### src/rtl/utopia_phy_cell_src_if.sv
// Local byte-push and UTOPIA Level-1 Rx-side signal bundle for the PHY cell source.
// master = the cell source itself, slave = the local producer plus the router's Rx port.
interface utopia_phy_cell_src_if;
   logic [7:0] in_data;
   logic       in_sop;
   logic       in_valid;
   logic       in_ready;
   logic [7:0] tx_data;
   logic       tx_soc;
   logic       tx_clav;
   logic       tx_en_n;

   modport master (
      input  in_data, in_sop, in_valid, tx_en_n,
      output in_ready, tx_data, tx_soc, tx_clav
   );

   modport slave (
      output in_data, in_sop, in_valid, tx_en_n,
      input  in_ready, tx_data, tx_soc, tx_clav
   );
endinterface

### src/rtl/utopia_phy_cell_src.sv
// UTOPIA L1 PHY cell source: buffers DEPTH 53-byte cells from a local push port, offers only whole cells;
// clav one cycle after the commit edge, zero-wait-state bytes, en_n=1 holds the byte. `UTOPIA_HEC_GEN_EN` regenerates byte 4.
module utopia_phy_cell_src #(
   parameter int DEPTH = 4,
   parameter int CNT_W = 16
) (
   input  logic                  clk,
   input  logic                  rst,
   utopia_phy_cell_src_if.master bus,
   output logic [CNT_W-1:0]      cells_sent,
   output logic [CNT_W-1:0]      cells_dropped
);
   localparam int CELL_LEN = 53;
   localparam int SLOT_W   = (DEPTH > 1) ? $clog2(DEPTH) : 1;
   localparam int CMT_W    = $clog2(DEPTH + 1);
   localparam int ADDR_W   = $clog2(DEPTH * CELL_LEN);
   localparam logic [5:0]        LAST_IDX  = 6'd52;
   localparam logic [SLOT_W-1:0] LAST_SLOT = SLOT_W'(DEPTH - 1);
   localparam logic [CMT_W-1:0]  FULL_CNT  = CMT_W'(DEPTH);
   localparam logic [ADDR_W-1:0] CELL_B    = ADDR_W'(CELL_LEN);

   logic [7:0]        mem_q [DEPTH*CELL_LEN];
   logic [SLOT_W-1:0] wr_slot_q, wr_slot_d, rd_slot_q, rd_slot_d;
   logic [5:0]        wr_idx_q, wr_idx_d, rd_idx_q, rd_idx_d;
   logic [CMT_W-1:0]  committed_q, committed_d;
   logic [CNT_W-1:0]  sent_q, sent_d, drop_q, drop_d;
   logic              mem_we, commit, done, wr_acc, xfer, clav;
   logic [5:0]        mem_widx;
   logic [7:0]        mem_wdat;
   logic [ADDR_W-1:0] wr_addr, rd_addr;

   function automatic logic [CNT_W-1:0] sat_inc(input logic [CNT_W-1:0] v);
      return (&v) ? v : v + CNT_W'(1);
   endfunction

`ifdef UTOPIA_HEC_GEN_EN
   logic [7:0] crc_q, crc_d;

   function automatic logic [7:0] crc8_byte(input logic [7:0] crc, input logic [7:0] d);
      logic [7:0] c;
      c = crc ^ d;
      for (int b = 0; b < 8; b++) c = c[7] ? ((c << 1) ^ 8'h07) : (c << 1);
      return c;
   endfunction
`endif

   assign clav         = (committed_q != '0);
   assign bus.in_ready = (committed_q < FULL_CNT);
   assign wr_acc       = bus.in_valid && bus.in_ready;
   assign xfer         = !bus.tx_en_n && clav;
   assign wr_addr      = ADDR_W'(wr_slot_q) * CELL_B + ADDR_W'(mem_widx);
   assign rd_addr      = ADDR_W'(rd_slot_q) * CELL_B + ADDR_W'(rd_idx_q);
   assign bus.tx_clav  = clav;
   assign bus.tx_data  = clav ? mem_q[rd_addr] : 8'h00;
   assign bus.tx_soc   = clav && (rd_idx_q == 6'd0);
   assign cells_sent    = sent_q;
   assign cells_dropped = drop_q;

   always_comb begin
      wr_slot_d   = wr_slot_q;
      wr_idx_d    = wr_idx_q;
      rd_slot_d   = rd_slot_q;
      rd_idx_d    = rd_idx_q;
      committed_d = committed_q;
      sent_d      = sent_q;
      drop_d      = drop_q;
      mem_we      = 1'b0;
      mem_widx    = wr_idx_q;
      mem_wdat    = bus.in_data;
      commit      = 1'b0;
      done        = 1'b0;

      // A sop byte always restarts the current slot; a non-sop byte at index 0 is dropped silently.
      if (wr_acc) begin
         if (bus.in_sop) begin
            if (wr_idx_q != 6'd0) drop_d = sat_inc(drop_q);
            mem_we   = 1'b1;
            mem_widx = 6'd0;
            wr_idx_d = 6'd1;
         end else if (wr_idx_q != 6'd0) begin
            mem_we = 1'b1;
            if (wr_idx_q == LAST_IDX) begin
               commit    = 1'b1;
               wr_idx_d  = 6'd0;
               wr_slot_d = (wr_slot_q == LAST_SLOT) ? '0 : wr_slot_q + 1'b1;
            end else begin
               wr_idx_d = wr_idx_q + 6'd1;
            end
         end
      end

      if (xfer) begin
         if (rd_idx_q == LAST_IDX) begin
            done      = 1'b1;
            rd_idx_d  = 6'd0;
            rd_slot_d = (rd_slot_q == LAST_SLOT) ? '0 : rd_slot_q + 1'b1;
            sent_d    = sat_inc(sent_q);
         end else begin
            rd_idx_d = rd_idx_q + 6'd1;
         end
      end

      if (commit && !done)      committed_d = committed_q + 1'b1;
      else if (!commit && done) committed_d = committed_q - 1'b1;
   end

`ifdef UTOPIA_HEC_GEN_EN
   always_comb begin
      crc_d = crc_q;
      if (mem_we && (mem_widx < 6'd4))
         crc_d = crc8_byte((mem_widx == 6'd0) ? 8'h00 : crc_q, bus.in_data);
   end

   always_ff @(posedge clk or negedge rst) begin
      if (!rst) crc_q <= 8'h00;
      else      crc_q <= crc_d;
   end

   // HEC slot takes the running header CRC; the pushed byte only advances the handshake.
   always_ff @(posedge clk) begin
      if (mem_we) mem_q[wr_addr] <= (mem_widx == 6'd4) ? (crc_q ^ 8'h55) : mem_wdat;
   end
`else
   always_ff @(posedge clk) begin
      if (mem_we) mem_q[wr_addr] <= mem_wdat;
   end
`endif

   always_ff @(posedge clk or negedge rst) begin
      if (!rst) begin
         wr_slot_q   <= '0;
         wr_idx_q    <= 6'd0;
         rd_slot_q   <= '0;
         rd_idx_q    <= 6'd0;
         committed_q <= '0;
         sent_q      <= '0;
         drop_q      <= '0;
      end else begin
         wr_slot_q   <= wr_slot_d;
         wr_idx_q    <= wr_idx_d;
         rd_slot_q   <= rd_slot_d;
         rd_idx_q    <= rd_idx_d;
         committed_q <= committed_d;
         sent_q      <= sent_d;
         drop_q      <= drop_d;
      end
   end
endmodule

### src/flat_wrapper.sv
// flat-port wrapper written by rule: the top's interface ports become plain ports
module utopia_phy_cell_src_flat 
#(
   parameter int DEPTH = 4,
   parameter int CNT_W = 16
)
  (clk, rst, cells_sent, cells_dropped, bus_in_data, bus_in_sop, bus_in_valid, bus_tx_en_n, bus_in_ready, bus_tx_data, bus_tx_soc, bus_tx_clav);
  utopia_phy_cell_src_if bus_i ();
  input  logic clk;
  input  logic rst;
  output logic [CNT_W-1:0] cells_sent;
  output logic [CNT_W-1:0] cells_dropped;
  input wire logic [$bits(bus_i.in_data)-1:0] bus_in_data;
  input wire logic [$bits(bus_i.in_sop)-1:0] bus_in_sop;
  input wire logic [$bits(bus_i.in_valid)-1:0] bus_in_valid;
  input wire logic [$bits(bus_i.tx_en_n)-1:0] bus_tx_en_n;
  output wire logic [$bits(bus_i.in_ready)-1:0] bus_in_ready;
  output wire logic [$bits(bus_i.tx_data)-1:0] bus_tx_data;
  output wire logic [$bits(bus_i.tx_soc)-1:0] bus_tx_soc;
  output wire logic [$bits(bus_i.tx_clav)-1:0] bus_tx_clav;
  assign bus_i.in_data = bus_in_data;
  assign bus_i.in_sop = bus_in_sop;
  assign bus_i.in_valid = bus_in_valid;
  assign bus_i.tx_en_n = bus_tx_en_n;
  assign bus_in_ready = bus_i.in_ready;
  assign bus_tx_data = bus_i.tx_data;
  assign bus_tx_soc = bus_i.tx_soc;
  assign bus_tx_clav = bus_i.tx_clav;
  utopia_phy_cell_src #(.DEPTH(DEPTH), .CNT_W(CNT_W)) u_core (.clk(clk), .rst(rst), .bus(bus_i), .cells_sent(cells_sent), .cells_dropped(cells_dropped));
endmodule
### config.mk
export PLATFORM = sky130hd
export DESIGN_NAME = utopia_phy_cell_src_flat
export DESIGN_NICKNAME = d
export VERILOG_FILES = /design/src/rtl/utopia_phy_cell_src_if.sv /design/src/rtl/utopia_phy_cell_src.sv /design/src/flat_wrapper.sv
export SDC_FILE = /design/constraint.sdc
export NUM_CORES = 1
export LEC_CHECK = 0
export BUFFER_PORTS_ARGS = -buffer_cell sky130_fd_sc_hd__buf_2
export CORE_UTILIZATION = 50
export CTS_BUF_LIST = sky130_fd_sc_hd__clkbuf_8
export DETAILED_ROUTE_END_ITERATION = 8
export PLACE_DENSITY_LB_ADDON = 0.25
export SETUP_SLACK_MARGIN = 0.02
export SLEW_MARGIN = 15
export SYNTH_ARGS = -nofsm -noshare
export SYNTH_HDL_FRONTEND = slang
export SYNTH_SLANG_ARGS = --single-unit
### constraint.sdc
create_clock -name clk -period 12.5 [get_ports clk]
set_input_delay 1.25 -clock clk [delete_from_list [all_inputs] [get_ports clk]]
set_output_delay 1.25 -clock clk [all_outputs]
set_load 0.05 [all_outputs]
=== Word-level counts from Yosys, hierarchy flattened ===
Memories as Yosys holds them, arrays and structs flattened.
Cells that the tools add are included.

* Register bits after elaboration: 51
* Input port bits: 13
* RAM bits: 1696
* Logic and storage cells: 70
* Memories kept: 1
* Output and inout bits: 43

{| class="wikitable"
|+ Memories
! memory !! words !! width !! rd ports !! clocked after Yosys merged registers in !! wr ports !! line !! text
|-
| u_core.mem_q || 212 || 8 || 1 || 0 || 1 || utopia_phy_cell_src.sv:22 || <nowiki>logic [7:0] mem_q [DEPTH*CELL_LEN];</nowiki>
|}

* Reductions and logical operators: 20
* $lt $le $gt $ge: 1
* Add/subtract/negate cells: 10
* Bitwise gates (word level): 3
* Multiplexer cells: 22
* Multipliers: 2
* Equal/unequal tests: 4

{| class="wikitable"
|+ Operator list
! kind !! number
|-
| two-way mux 6 bit || 6
|-
| adder 16 x 1 -> 16 bit (second input constant) || 2
|-
| AND reduction 16 bit || 2
|-
| adder 8 x 6 -> 8 bit || 2
|-
| multiplier 2 x 6 -> 8 bit (second input constant) || 2
|-
| adder 6 x 1 -> 6 bit (second input constant) || 2
|-
| == test 6 bit (second input constant) || 2
|-
| two-way mux 1 bit || 11
|-
| two-way mux 8 bit || 1
|-
| AND reduction 4 bit || 2
|-
| zero test 6 bit || 1
|-
| two-way mux 3 bit || 2
|-
| nonzero test 6 bit || 1
|-
| logical AND 1 bit || 5
|-
| adder 2 x 1 -> 2 bit (second input constant) || 2
|-
| == test 2 bit (second input constant) || 2
|-
| two-way mux 2 bit || 2
|-
| AND reduction 2 bit || 2
|-
| nonzero test 2 bit || 2
|-
| adder 3 x 1 -> 3 bit (second input constant) || 1
|-
| zero test 1 bit || 3
|-
| less-than comparator 3 bit (second input constant) || 1
|-
| inverter 1 bit || 3
|-
| AND reduction 3 bit || 1
|-
| 2 further kinds || 2
|}

=== Logic depth before layout (Yosys ltp) ===
* Word-level depth: 9
* Mapped depth: 15
* Gate-level depth less buffers: 14

=== Worst setup path before layout ===
Ideal clock, no wire load.

* Path type: register -> output
* Start: reg u_core.rd_slot_q[1]
* End: out bus_tx_data[5]
* Data arrival time: 4.128 ns
* Data required time: 11.250 ns
* Path buffers: 4
* Path slack: 7.122 ns
* Stages on the path, launching flop included: 13
* Cell sequence: dfrtp_1 > ha_1 > ha_1 > inv_1 > fa_1 > buf_2 > buf_2 > clkbuf_1 > clkbuf_1 > a211oi_1 > a311oi_1 > nor3_1 > o311ai_1

* Cells in the longest elaborated chain, start to end: 4

{| class="wikitable"
|+ Ends and longest elaborated chain
! element !! line !! text
|-
| start: declaration || utopia_phy_cell_src.sv:23 || <nowiki>logic [SLOT_W-1:0] wr_slot_q, wr_slot_d, rd_slot_q, rd_slot_d;</nowiki>
|-
| start signal: assignment || utopia_phy_cell_src.sv:141 || <nowiki>rd_slot_q <= rd_slot_d;</nowiki>
|-
| multiplier 2 x 6 -> 8 bit || utopia_phy_cell_src.sv:52 || <nowiki>assign rd_addr = ADDR_W'(rd_slot_q) * CELL_B + ADDR_W'(rd_idx_q);</nowiki>
|-
| adder 8 x 6 -> 8 bit || utopia_phy_cell_src.sv:52 ||
|-
| memory (212 x 8 bit) || -- ||
|-
| two-way mux 8 bit || utopia_phy_cell_src.sv:54 || <nowiki>assign bus.tx_data = clav ? mem_q[rd_addr] : 8'h00;</nowiki>
|-
| end: declaration || flat_wrapper.sv:18 || <nowiki>output wire logic [$bits(bus_i.tx_data)-1:0] bus_tx_data;</nowiki>
|}

Every way passes these cells.

=== Worst setup path in the final report ===
* Start: reg u_core.rd_slot_q[1]
* End: out bus_tx_data[1]

Same word-level chain as after synthesis.

==> metrics.yaml <==
outcome:
  status: "complete, no violations"
worst_setup_path:
  endpoint_kind: "output pin"
  cp_cell_sequence: "ha_1 > ha_4 > buf_12 > buf_12 > mux4_2 > mux4_2 > mux2i_1 > mux2i_1 > a22oi_1 > o31ai_1 > buf_2"
  cp_slowest_stage_delay_ps: 820
  critPathSlowestCell: "ha_4"
  crit_required_ps: 11250
  worst-r2r-setup-slack_ps: 6670
  critPathArrivalTime_ps: 6480
  crit_start: "u_core.rd_slot_q[1]"
  critical_path.reg2reg.startpoint: "u_core.committed_q[2]"
  crit_type: "flip-flop to output pin"
  crit_path_start_kind: "flip-flop"
  crit_fanout: 166
sta:
  rsz0062_at_grt: "no"
  fmax_ghz: 0.129
  finalHoldViolCount: 0
  setup_viol: 0
  skew_ps: 49.7
  hold_slack_ps: 443
  tightest_slew_ps: 1250
  relSlewSlack_pct: 16.3
  fin_crit_sh_pct: 61.9
  slew_viol_final: 0
  tns_ps: 0
  timing.final.crit_period_ps: 7730
synthesis:
  synth_top_area_share_pct: 73.8
  syn_inst: 3199
  ys.flop_type: "edfxtp_1"
  syn_area_um2: 69000
  synth_area_per_cell_um2: 21.6
  synth-edff-count: 1696
  netlist-cell-type-count: 60
  async_flop_share_pct: 2.92
  yosysSeqAreaShare_pct: 75.7
  synth_top_area_cell: "edfxtp_1"
  synth_nets: 3248
  ys.warnings.count: 0
  synth_area_leaders: "edfxtp_1 74%, mux4_2 16%, dfrtp_1 1.8%, nor2_1 1.3%, mux2i_1 0.81%"
  synth_seq_cells: 1747
route:
  route.detailed.drc: 0
  wl_per_cell_um: 30.3
  antenna_left: 0
  drtPass1Iterations: 6
  drtIter0Drc: 3887
  routed_wl_um: 163000
  routed_via_density: 6.23
  vias: 33626
grt:
  grt_overflow: 0
  antenna_found_initial: 6
  grt_pass1_vias: 34502
  grt_max_degree: 167
  grtUsageTotal_pct: 23.6
  grt_pass1_wl_um: 238000
layout:
  nNetsFinal: 3470
  layout-drive-gt1-share_pct: 27.1
  syn_to_final_growth_pct: 10.5
  stdcell_count: 5394
  fillers: 9967
power_and_ir_drop:
  p_per_area_nw_per_um2: 209
  p_leak_nw: 24.3
  finalPower_mw: 15.9
  ir_drop_mv: 0.327
floorplanning:
  die_h_um: 373
  io_pins: 56
  initial_utilization_pct: 50.7
  die_area_um2: 139000
  chipWidth_um: 373
  core_area_um2: 136000
  rows: 135
cts:
  cts_buffers: 294
  cts_tree: "built"
  clock-sinks: 1747
  post_cts_buffers: 0
  cts-root-buf: "clkbuf_8"
  post_cts_resized: 0
  clockBufferDepth: 4
  clk_pin_slew_ps: 60
  cts_htree_levels: 5
  clk_latency_ps: 1000
  cts_hold_buffers: 0
placed_design:
  hpwl_um: 93600
  dp_cells: 4905
  portBuffers: 55
  place_congestion: 0.839
hold_path:
  hold_path.class: "input pin to asynchronous set/reset pin"
flow_run:
  drv_cap: 0
## power breakdown
part / internal (mW) / leakage, nW / switching (mW)
logic: 2.00 / 5.50 / 2.89
registers: 6.47 / 15.9 / 0.0344
clock network: 2.35 / 2.90 / 2.17
## layout by cell type, fill, tap and decap left out, types with 5 or more instances in the layout
cell type   count
inv_1         100
and2_1         13
buf_2          47
and3_1         21
edfxtp_1     1696
clkinv_1       56
buf_12          5
clkbuf_8      306
buf_4          34
a21oi_1        16
nor3_1         14
mux4_2        503
o2111ai_1       6
nor2_1        237
ha_1           29
clkinv_2       33
mux2_2          5
bufinv_16       5
nand4_1         9
nor2b_1         9
o21ai_0        21
a21o_1          5
xor2_1         11
xnor2_1        32
buf_6           8
clkinvlp_4      5
a31oi_1         5
nand2_2        11
a211oi_1       18
a22oi_1         7
dfrtp_1        51
diode_2         5
o31ai_1        10
nand2b_1        6
nand3_1        40
nand2_1       119
mux2i_1        56
## per-layer routing
metal / track usage, % / part of all wire [%]
met2: 36.9 / 48
met5: 0 / 0.017
met3: 5.53 / 8.4
met4: 8.59 / 3.1
met1: 32.8 / 40
## synthesized netlist by cell type (all sizes together) (2+ instances only)
cell type,number
a211oi,18
a21o,5
a21oi,17
a221oi,3
a22oi,7
a311oi,4
a31oi,5
a41oi,2
and2,14
and3,21
and4,4
buf,105
clkbuf,64
dfrtp,51
edfxtp,1696
fa,5
ha,31
inv,22
mux2,5
mux2i,56
mux4,503
nand2,130
nand2b,6
nand3,43
nand4,9
nor2,239
nor2b,9
nor3,14
o2111ai,6
o211ai,3
o21ai,23
o21bai,2
o311ai,3
o31ai,10
or4,3
xnor2,34
xor2,12
## worst max-delay path: cells and delay by family, from the launching register on
kind | cells | cell delay (ps)
AOI/OAI and AO/OA | 2 | 790
buffers and inverters | 3 | 1600
muxes | 4 | 1270
adders and majority gates | 2 | 1160
DFF | 1 | 450
## area by class of cell
cell class / count / area (µm²) / area share (%)
sequential: 1747 / 52200 / 68.5
multi-input combinational: 1261 / 15900 / 20.9
clock buffer: 306 / 4210 / 5.52
tap: 1781 / 2230 / 2.92
clock inverter: 177 / 856 / 1.12
timing repair buffer: 95 / 708 / 0.929
inverter: 22 / 82.6 / 0.108
antenna: 5 / 12.5 / 0.0164
## sequential cells by signal, summed over array words and instances (netlist names)
| register | flops |
|---|---|
| u_core.wr_idx_q | 6 |
| u_core.rd_slot_q | 2 |
| u_core.cells_sent | 16 |
| u_core.cells_dropped | 16 |
| u_core.wr_slot_q | 2 |
| u_core.rd_idx_q | 6 |
| u_core.mem_q | 1696 |
| u_core.committed_q | 3 |
## through the flow
| step | util, % | setup WS, ps | area [µm²] |
|---|---|---|---|
| after CTS | 56.0 | 4670 | 76200 |
| final | 56.0 | 4770 | 76200 |
| after detailed placement | 52.2 | 5760 | 71100 |
| after floorplan | - | 7120 | 69000 |
| after global placement | 52.2 | 5820 | 71100 |
| after global routing | 56.0 | 4510 | 76200 |
## final timing paths
path	to	cells past startpoint
min in group clk	u_core.cells_sent[10]	1
setup / recovery	bus_tx_data[1]	11
max in group asynchronous	u_core.cells_sent[15]	2
hold reg to reg	u_core.cells_sent[10]	1
hold / removal	u_core.rd_idx_q[3]	2
setup reg to reg	u_core.mem_q[53][2]	12
## kinds of logic after synthesis
logic type | Yosys count | share of synthesized area, %
simple gates | 498 | 3.11
buf+inv | 191 | 1.43
flops | 1747 | 75.7
xor+xnor | 46 | 0.584
compound gates | 117 | 1.20
mux | 564 | 17.3
fa+ha+maj | 36 | 0.707
(Power assumes the default switching activity.)
